**src/rtl/relax_osc_freq_counter_if.sv**
```systemverilog
// Control and readout signals between the oscillator frequency counter and its host.
interface relax_osc_freq_counter_if;
  logic       ena;
  logic       osc_in;
  logic       start;
  logic       continuous;
  logic       byte_sel;
  logic [7:0] data_out;
  logic       busy;
  logic       valid;
  logic       overflow;

  modport master (
    output ena, osc_in, start, continuous, byte_sel,
    input  data_out, busy, valid, overflow
  );

  modport slave (
    input  ena, osc_in, start, continuous, byte_sel,
    output data_out, busy, valid, overflow
  );
endinterface

```
**src/rtl/relax_osc_freq_counter.sv**
```systemverilog
// Synchronises the relaxation-oscillator output, counts its rising edges over a
// GATE_CYCLES window and presents the latched count byte-wise.
module relax_osc_freq_counter #(
  parameter int GATE_CYCLES = 1000,
  parameter int CNT_W       = 16,
  parameter int SYNC_STAGES = 2
) (
  input logic                     clk,
  input logic                     rst_n,
  relax_osc_freq_counter_if.slave bus
);

  localparam int GW = $clog2(GATE_CYCLES);
  localparam logic [GW-1:0]    GATE_LAST = GW'(GATE_CYCLES - 1);
  localparam logic [CNT_W-1:0] CNT_MAX   = '1;

  typedef enum logic [1:0] {IDLE, COUNT, LATCH, DONE} state_e;

  state_e                 state_q;
  logic [SYNC_STAGES-1:0] sync_q;
  logic                   prev_q;
  logic [GW-1:0]          gate_q;
  logic [CNT_W-1:0]       edge_q;
  logic [CNT_W-1:0]       edge_d;
  logic [CNT_W-1:0]       result_q;
  logic                   sat_q;
  logic                   sat_d;
  logic                   ovf_q;
  logic                   busy_q;
  logic                   valid_q;
  logic                   rise;
  logic [15:0]            result_wide;

  always_ff @(posedge clk) begin
    if (!rst_n) begin
      sync_q <= '0;
      prev_q <= 1'b0;
    end else begin
      sync_q <= {sync_q[SYNC_STAGES-2:0], bus.osc_in};
      prev_q <= sync_q[SYNC_STAGES-1];
    end
  end

  assign rise = sync_q[SYNC_STAGES-1] & ~prev_q;

  // Saturating edge count; a rise arriving at full scale marks the result as clipped.
  always_comb begin
    edge_d = edge_q;
    sat_d  = sat_q;
    if (rise) begin
      if (edge_q == CNT_MAX) sat_d = 1'b1;
      else                   edge_d = edge_q + CNT_W'(1);
    end
  end

  always_ff @(posedge clk) begin
    if (!rst_n) begin
      state_q  <= IDLE;
      gate_q   <= '0;
      edge_q   <= '0;
      sat_q    <= 1'b0;
      result_q <= '0;
      ovf_q    <= 1'b0;
      busy_q   <= 1'b0;
      valid_q  <= 1'b0;
    end else begin
      valid_q <= 1'b0;
      if (!bus.ena) begin
        state_q <= IDLE;
        busy_q  <= 1'b0;
      end else begin
        case (state_q)
          IDLE: begin
            if (bus.start || bus.continuous) begin
              state_q <= COUNT;
              gate_q  <= '0;
              edge_q  <= '0;
              sat_q   <= 1'b0;
              busy_q  <= 1'b1;
            end
          end
          COUNT: begin
            gate_q <= gate_q + GW'(1);
            edge_q <= edge_d;
            sat_q  <= sat_d;
            if (gate_q == GATE_LAST) begin
              state_q <= LATCH;
              busy_q  <= 1'b0;
            end
          end
          LATCH: begin
            result_q <= edge_q;
            ovf_q    <= sat_q;
            valid_q  <= 1'b1;
            state_q  <= DONE;
          end
          DONE: begin
            if (bus.continuous) begin
              state_q <= COUNT;
              gate_q  <= '0;
              edge_q  <= '0;
              sat_q   <= 1'b0;
              busy_q  <= 1'b1;
            end else begin
              state_q <= IDLE;
            end
          end
          default: begin
            state_q <= IDLE;
            busy_q  <= 1'b0;
          end
        endcase
      end
    end
  end

  // Widening to 16 bits zero-extends the upper byte for any CNT_W below 16.
  assign result_wide  = 16'(result_q);
  assign bus.data_out = bus.byte_sel ? result_wide[15:8] : result_wide[7:0];
  assign bus.busy     = busy_q;
  assign bus.valid    = valid_q;
  assign bus.overflow = ovf_q;

endmodule

```
**src/flat_wrapper.sv**
```systemverilog
// flat-port wrapper written by rule: the top's interface ports become plain ports
module relax_osc_freq_counter_flat 
#(
  parameter int GATE_CYCLES = 1000,
  parameter int CNT_W       = 16,
  parameter int SYNC_STAGES = 2
)
  (clk, rst_n, bus_ena, bus_osc_in, bus_start, bus_continuous, bus_byte_sel, bus_data_out, bus_busy, bus_valid, bus_overflow);
  relax_osc_freq_counter_if bus_i ();
  input logic clk;
  input logic rst_n;
  input wire logic [$bits(bus_i.ena)-1:0] bus_ena;
  input wire logic [$bits(bus_i.osc_in)-1:0] bus_osc_in;
  input wire logic [$bits(bus_i.start)-1:0] bus_start;
  input wire logic [$bits(bus_i.continuous)-1:0] bus_continuous;
  input wire logic [$bits(bus_i.byte_sel)-1:0] bus_byte_sel;
  output wire logic [$bits(bus_i.data_out)-1:0] bus_data_out;
  output wire logic [$bits(bus_i.busy)-1:0] bus_busy;
  output wire logic [$bits(bus_i.valid)-1:0] bus_valid;
  output wire logic [$bits(bus_i.overflow)-1:0] bus_overflow;
  assign bus_i.ena = bus_ena;
  assign bus_i.osc_in = bus_osc_in;
  assign bus_i.start = bus_start;
  assign bus_i.continuous = bus_continuous;
  assign bus_i.byte_sel = bus_byte_sel;
  assign bus_data_out = bus_i.data_out;
  assign bus_busy = bus_i.busy;
  assign bus_valid = bus_i.valid;
  assign bus_overflow = bus_i.overflow;
  relax_osc_freq_counter #(.GATE_CYCLES(GATE_CYCLES), .CNT_W(CNT_W), .SYNC_STAGES(SYNC_STAGES)) u_core (.clk(clk), .rst_n(rst_n), .bus(bus_i));
endmodule
```
**config.mk**
```make
export PLATFORM = sky130hd
export DESIGN_NAME = relax_osc_freq_counter_flat
export DESIGN_NICKNAME = d
export VERILOG_FILES = /design/src/rtl/relax_osc_freq_counter_if.sv /design/src/rtl/relax_osc_freq_counter.sv /design/src/flat_wrapper.sv
export SDC_FILE = /design/constraint.sdc
export NUM_CORES = 1
export LEC_CHECK = 0
export ABC_AREA = 1
export BUFFER_PORTS_ARGS = -buffer_cell sky130_fd_sc_hd__buf_2
export CAP_MARGIN = 20
export CORE_MARGIN = 4
export CORE_UTILIZATION = 67
export CTS_BUF_LIST = sky130_fd_sc_hd__clkbuf_8
export DETAILED_ROUTE_END_ITERATION = 8
export PLACE_DENSITY = 0.87
export RECOVER_POWER = 25
export SLEW_MARGIN = 20
export SYNTH_ARGS = -nofsm -noshare
export SYNTH_HDL_FRONTEND = slang
export SYNTH_SLANG_ARGS = --single-unit
```
**constraint.sdc**
```tcl
create_clock -name clk -period 3.02 [get_ports clk]
set_input_delay 0.151 -clock clk [delete_from_list [all_inputs] [get_ports clk]]
set_output_delay 0.151 -clock clk [all_outputs]
set_load 0.01 [all_outputs]
```
==> impl_results.md <==
* Min cycle time layout at between 2000 and 2500 ps
* Worst slew pin tran at 1020 ps
* Worst Skew at just over 9 ps
* Via-to-Cell Ratio at around 5.4
* Post-route insts no fill at approximately 460
* PortBufs at 17
* Critical path arrival at ~2400 ps
* Mux cell area share after synthesis at 0%
* Avg Cell Area, Syn at slightly below 7 um^2
* Worst-Skew Late Latency at 310 ps
* CTS tree: yes
* Finished Core Util at approximately three quarters
* H-tree lvl count at 2
* Compound-Gate Fraction of Synth Area at between 10% and 20%
* First-pass GRT wire length at between 9 and 10 mm
* Synth Register Bits at just over 50
* RePlAce Congestion at between 0.9 and 1
* ANT nets after route at 0
* Mapped Nets at about 410
* Post-synthesis sequential area ratio at between 30% and 40%
* Num CTS Buffers at 5
* Synth Instances at 396
* Layout fillers at approximately 320
* Die W at 72.0 um
* FP Rows at 23
* Largest net degree at the start of global routing at 26
* Core footprint at slightly below 0.004 mm^2
* Routed length per instance at between 10 and 15 um
* Clock buffer depth at 2
* Largest family of logic cells by synthesized area: simple AND/OR/NAND/NOR gates
* Pwr dens at approximately 460 mW/mm^2
* CTS clk-pin slew, worst paths at 90 ps
* Vias in the first global route at about 2.3k
* Synth Area in Adders at under 10%
* Fraction of layout cells with a size suffix above 1 at between 10% and 20%
* Slew headroom at about 32%
* Fin nets at 423
* Worst Setup End Kind: register
* Fin crit share at about 73%
* Synth area leader: dfxtp_1
* Final wirelength at just under 6 mm
* Mapped Area at 0.00275 mm^2
* XOR/XNOR share of the synthesized area at 0.957%
* Synth area leaders: dfxtp_1, nand2_1, inv_1, a21oi_1, o21ai_0
* Synth Warn # at 0
* Initial antenna violation count at 0
* Area delta synth->final at 6.47%
* Register area at 0.00102 mm^2
* EDFF count, synth at 0
* Placed wire-length estimate at 4.10 mm
* Asr flop ratio synth at 0%
* Crit start category: register
* 1st-iter DRT viols at ~180
* Crit path max fanout at 11
* Multi-input logic area at approximately 0.0014 mm^2
* CP required at ~3200 ps
* DRC violations left at 0
* Pre-CTS setup slack at ~840 ps
* Count of cell types in the netlist at 33
* Worst VDD drop at about 330 uV
* Grt ovf at 0
* Initial Utilization at 69.2%
* RSZ-0062 raised after global routing: no
* Max Clk Rate at roughly 450 MHz
* Max_cap viols at 0
* Vias at 2472
* Lkg Pwr at roughly 1.1 nW
* Die area at ~0.0052 mm^2
* DRT Pass-1 Iters at 4
* Commonest cells post-synth: nand2_1, inv_1, dfxtp_1, nor2_1, a21oi_1
* Simple-gate share of the synthesized area at between 30% and 40%
* Most frequent cell after synthesis: nand2_1
* Root buffer cell: clkbuf_8
* WS Path Type: reg2reg
* Max Slew Vio Count at 0
* Hold-fix buffers, CTS at 0
* Clock sink total at between 50 and 60
* All-Layer GR Usage at 23.6%
* Die Y at a little over 70 um
* DP Cell Count at ~450
* Final setup vio count at 0
* Setup total negative slack at 0 ps
* Status: complete, no violations
* Final WS setup at between 800 and 900 ps
* Hold Path Class: in2reg
* Count of final hold-check violations at 0
* Ant diodes at 0
* # IOs at 18
* Top-area cell type share of the netlist area at between 30 and 40%
* Post-CTS Setup Bufs at 0
* PostCTS Resize Cnt at 0
* Primary FF master, synth: dfxtp_1
==> flip-flops by register name (all words and copies together), names as in the netlist <==
register,cells
u_core.bus.valid,1
u_core.result_q,16
u_core.sat_q,1
u_core.bus.overflow,1
u_core.state_q,2
u_core.edge_q,16
u_core.prev_q,1
u_core.gate_q,10
u_core.bus.busy,1
u_core.sync_q,2
==> cells by family after synthesis <==
group	Yosys count
AOI/OAI and AO/OA	72
xor gates and xnor gates	3
adders and majority gates	6
buffers and inverters	71
DFF	51
and+or+nand+nor	193
==> final cells by class <==
class	instances	share of cell area [%]
Clock buffer	6	2.82
Tap cell	50	2.14
Inverter	61	8.00
Clock inverter	2	1.33
Multi-Input combinational cell	274	48.4
Timing Repair Buffer	17	2.40
Sequential cell	51	34.9
==> cells in the final DEF (no fill, tap or decap), drive strengths merged <==
master  netlist  routed
nand2        97      97
inv          59      60
dfxtp        51      51
nor2         48      48
a21oi        38      38
o21ai        31      31
nand3        24      24
clkbuf        4      18
nand4        14      14
nor3          8       8
ha            6       6
buf           6       5
clkinv        2       2
xor2          2       2
a21boi        1       1
nor2b         1       1
xnor2         1       1
nor3b         1       1
o211ai        1       1
o21bai        1       1
bufinv        0       1
==> power breakdown <==
part	leakage, nW	total, W	internal, W	switching [W]
sequential	0.413	0.000699	0.000686	0.0000127
combinational	0.632	0.000132	0.0000380	0.0000945
clock	0.0618	0.000510	0.000273	0.000237
==> metrics by stage <==
stage                     hold WS [ps]  power (W)  area [um^2]
final                             21.0    0.00134         2920
after global routing              64.4    0.00139         2920
after CTS                         20.4    0.00134         2940
after detailed placement           343   0.000845         2820
after global placement             333   0.000841         2820
after floorplan                    249   0.000822         2750
==> path summary, 6_finish.rpt <==
check | from | to | slack (ps) | depth (start not counted)
min | bus_osc_in | u_core.sync_q[0]$_SDFF_PN0_ | 20 | 3
min reg2reg | u_core.sync_q[0]$_SDFF_PN0_ | u_core.sync_q[1]$_SDFF_PN0_ | 430 | 2
max reg2reg | u_core.state_q[1]$_SDFFE_PN0P_ | u_core.gate_q[7]$_SDFFE_PN0P_ | 810 | 11
max | u_core.state_q[1]$_SDFFE_PN0P_ | u_core.gate_q[7]$_SDFFE_PN0P_ | 810 | 11
==> routing by layer <==
layer	track usage [%]	up-vias	wire length, um
met1	29.8	1116	2750
met4	9.19	0	82
met5	0	-	0
li1	-	1296	-
met3	4.29	7	238
met2	40.1	53	2740
==> worst max-delay path, stage by stage, from the launching register on <==
cell and delay [ps]:
dfxtp_1 360, inv_1 90, ha_1 480, inv_4 150, nand2_2 110, nand2_2 70
nand2_4 90, nand2_2 190, o21ai_4 290, inv_2 150, nand2_1 100, nor2_1 40
(Power assumes the default switching activity.)
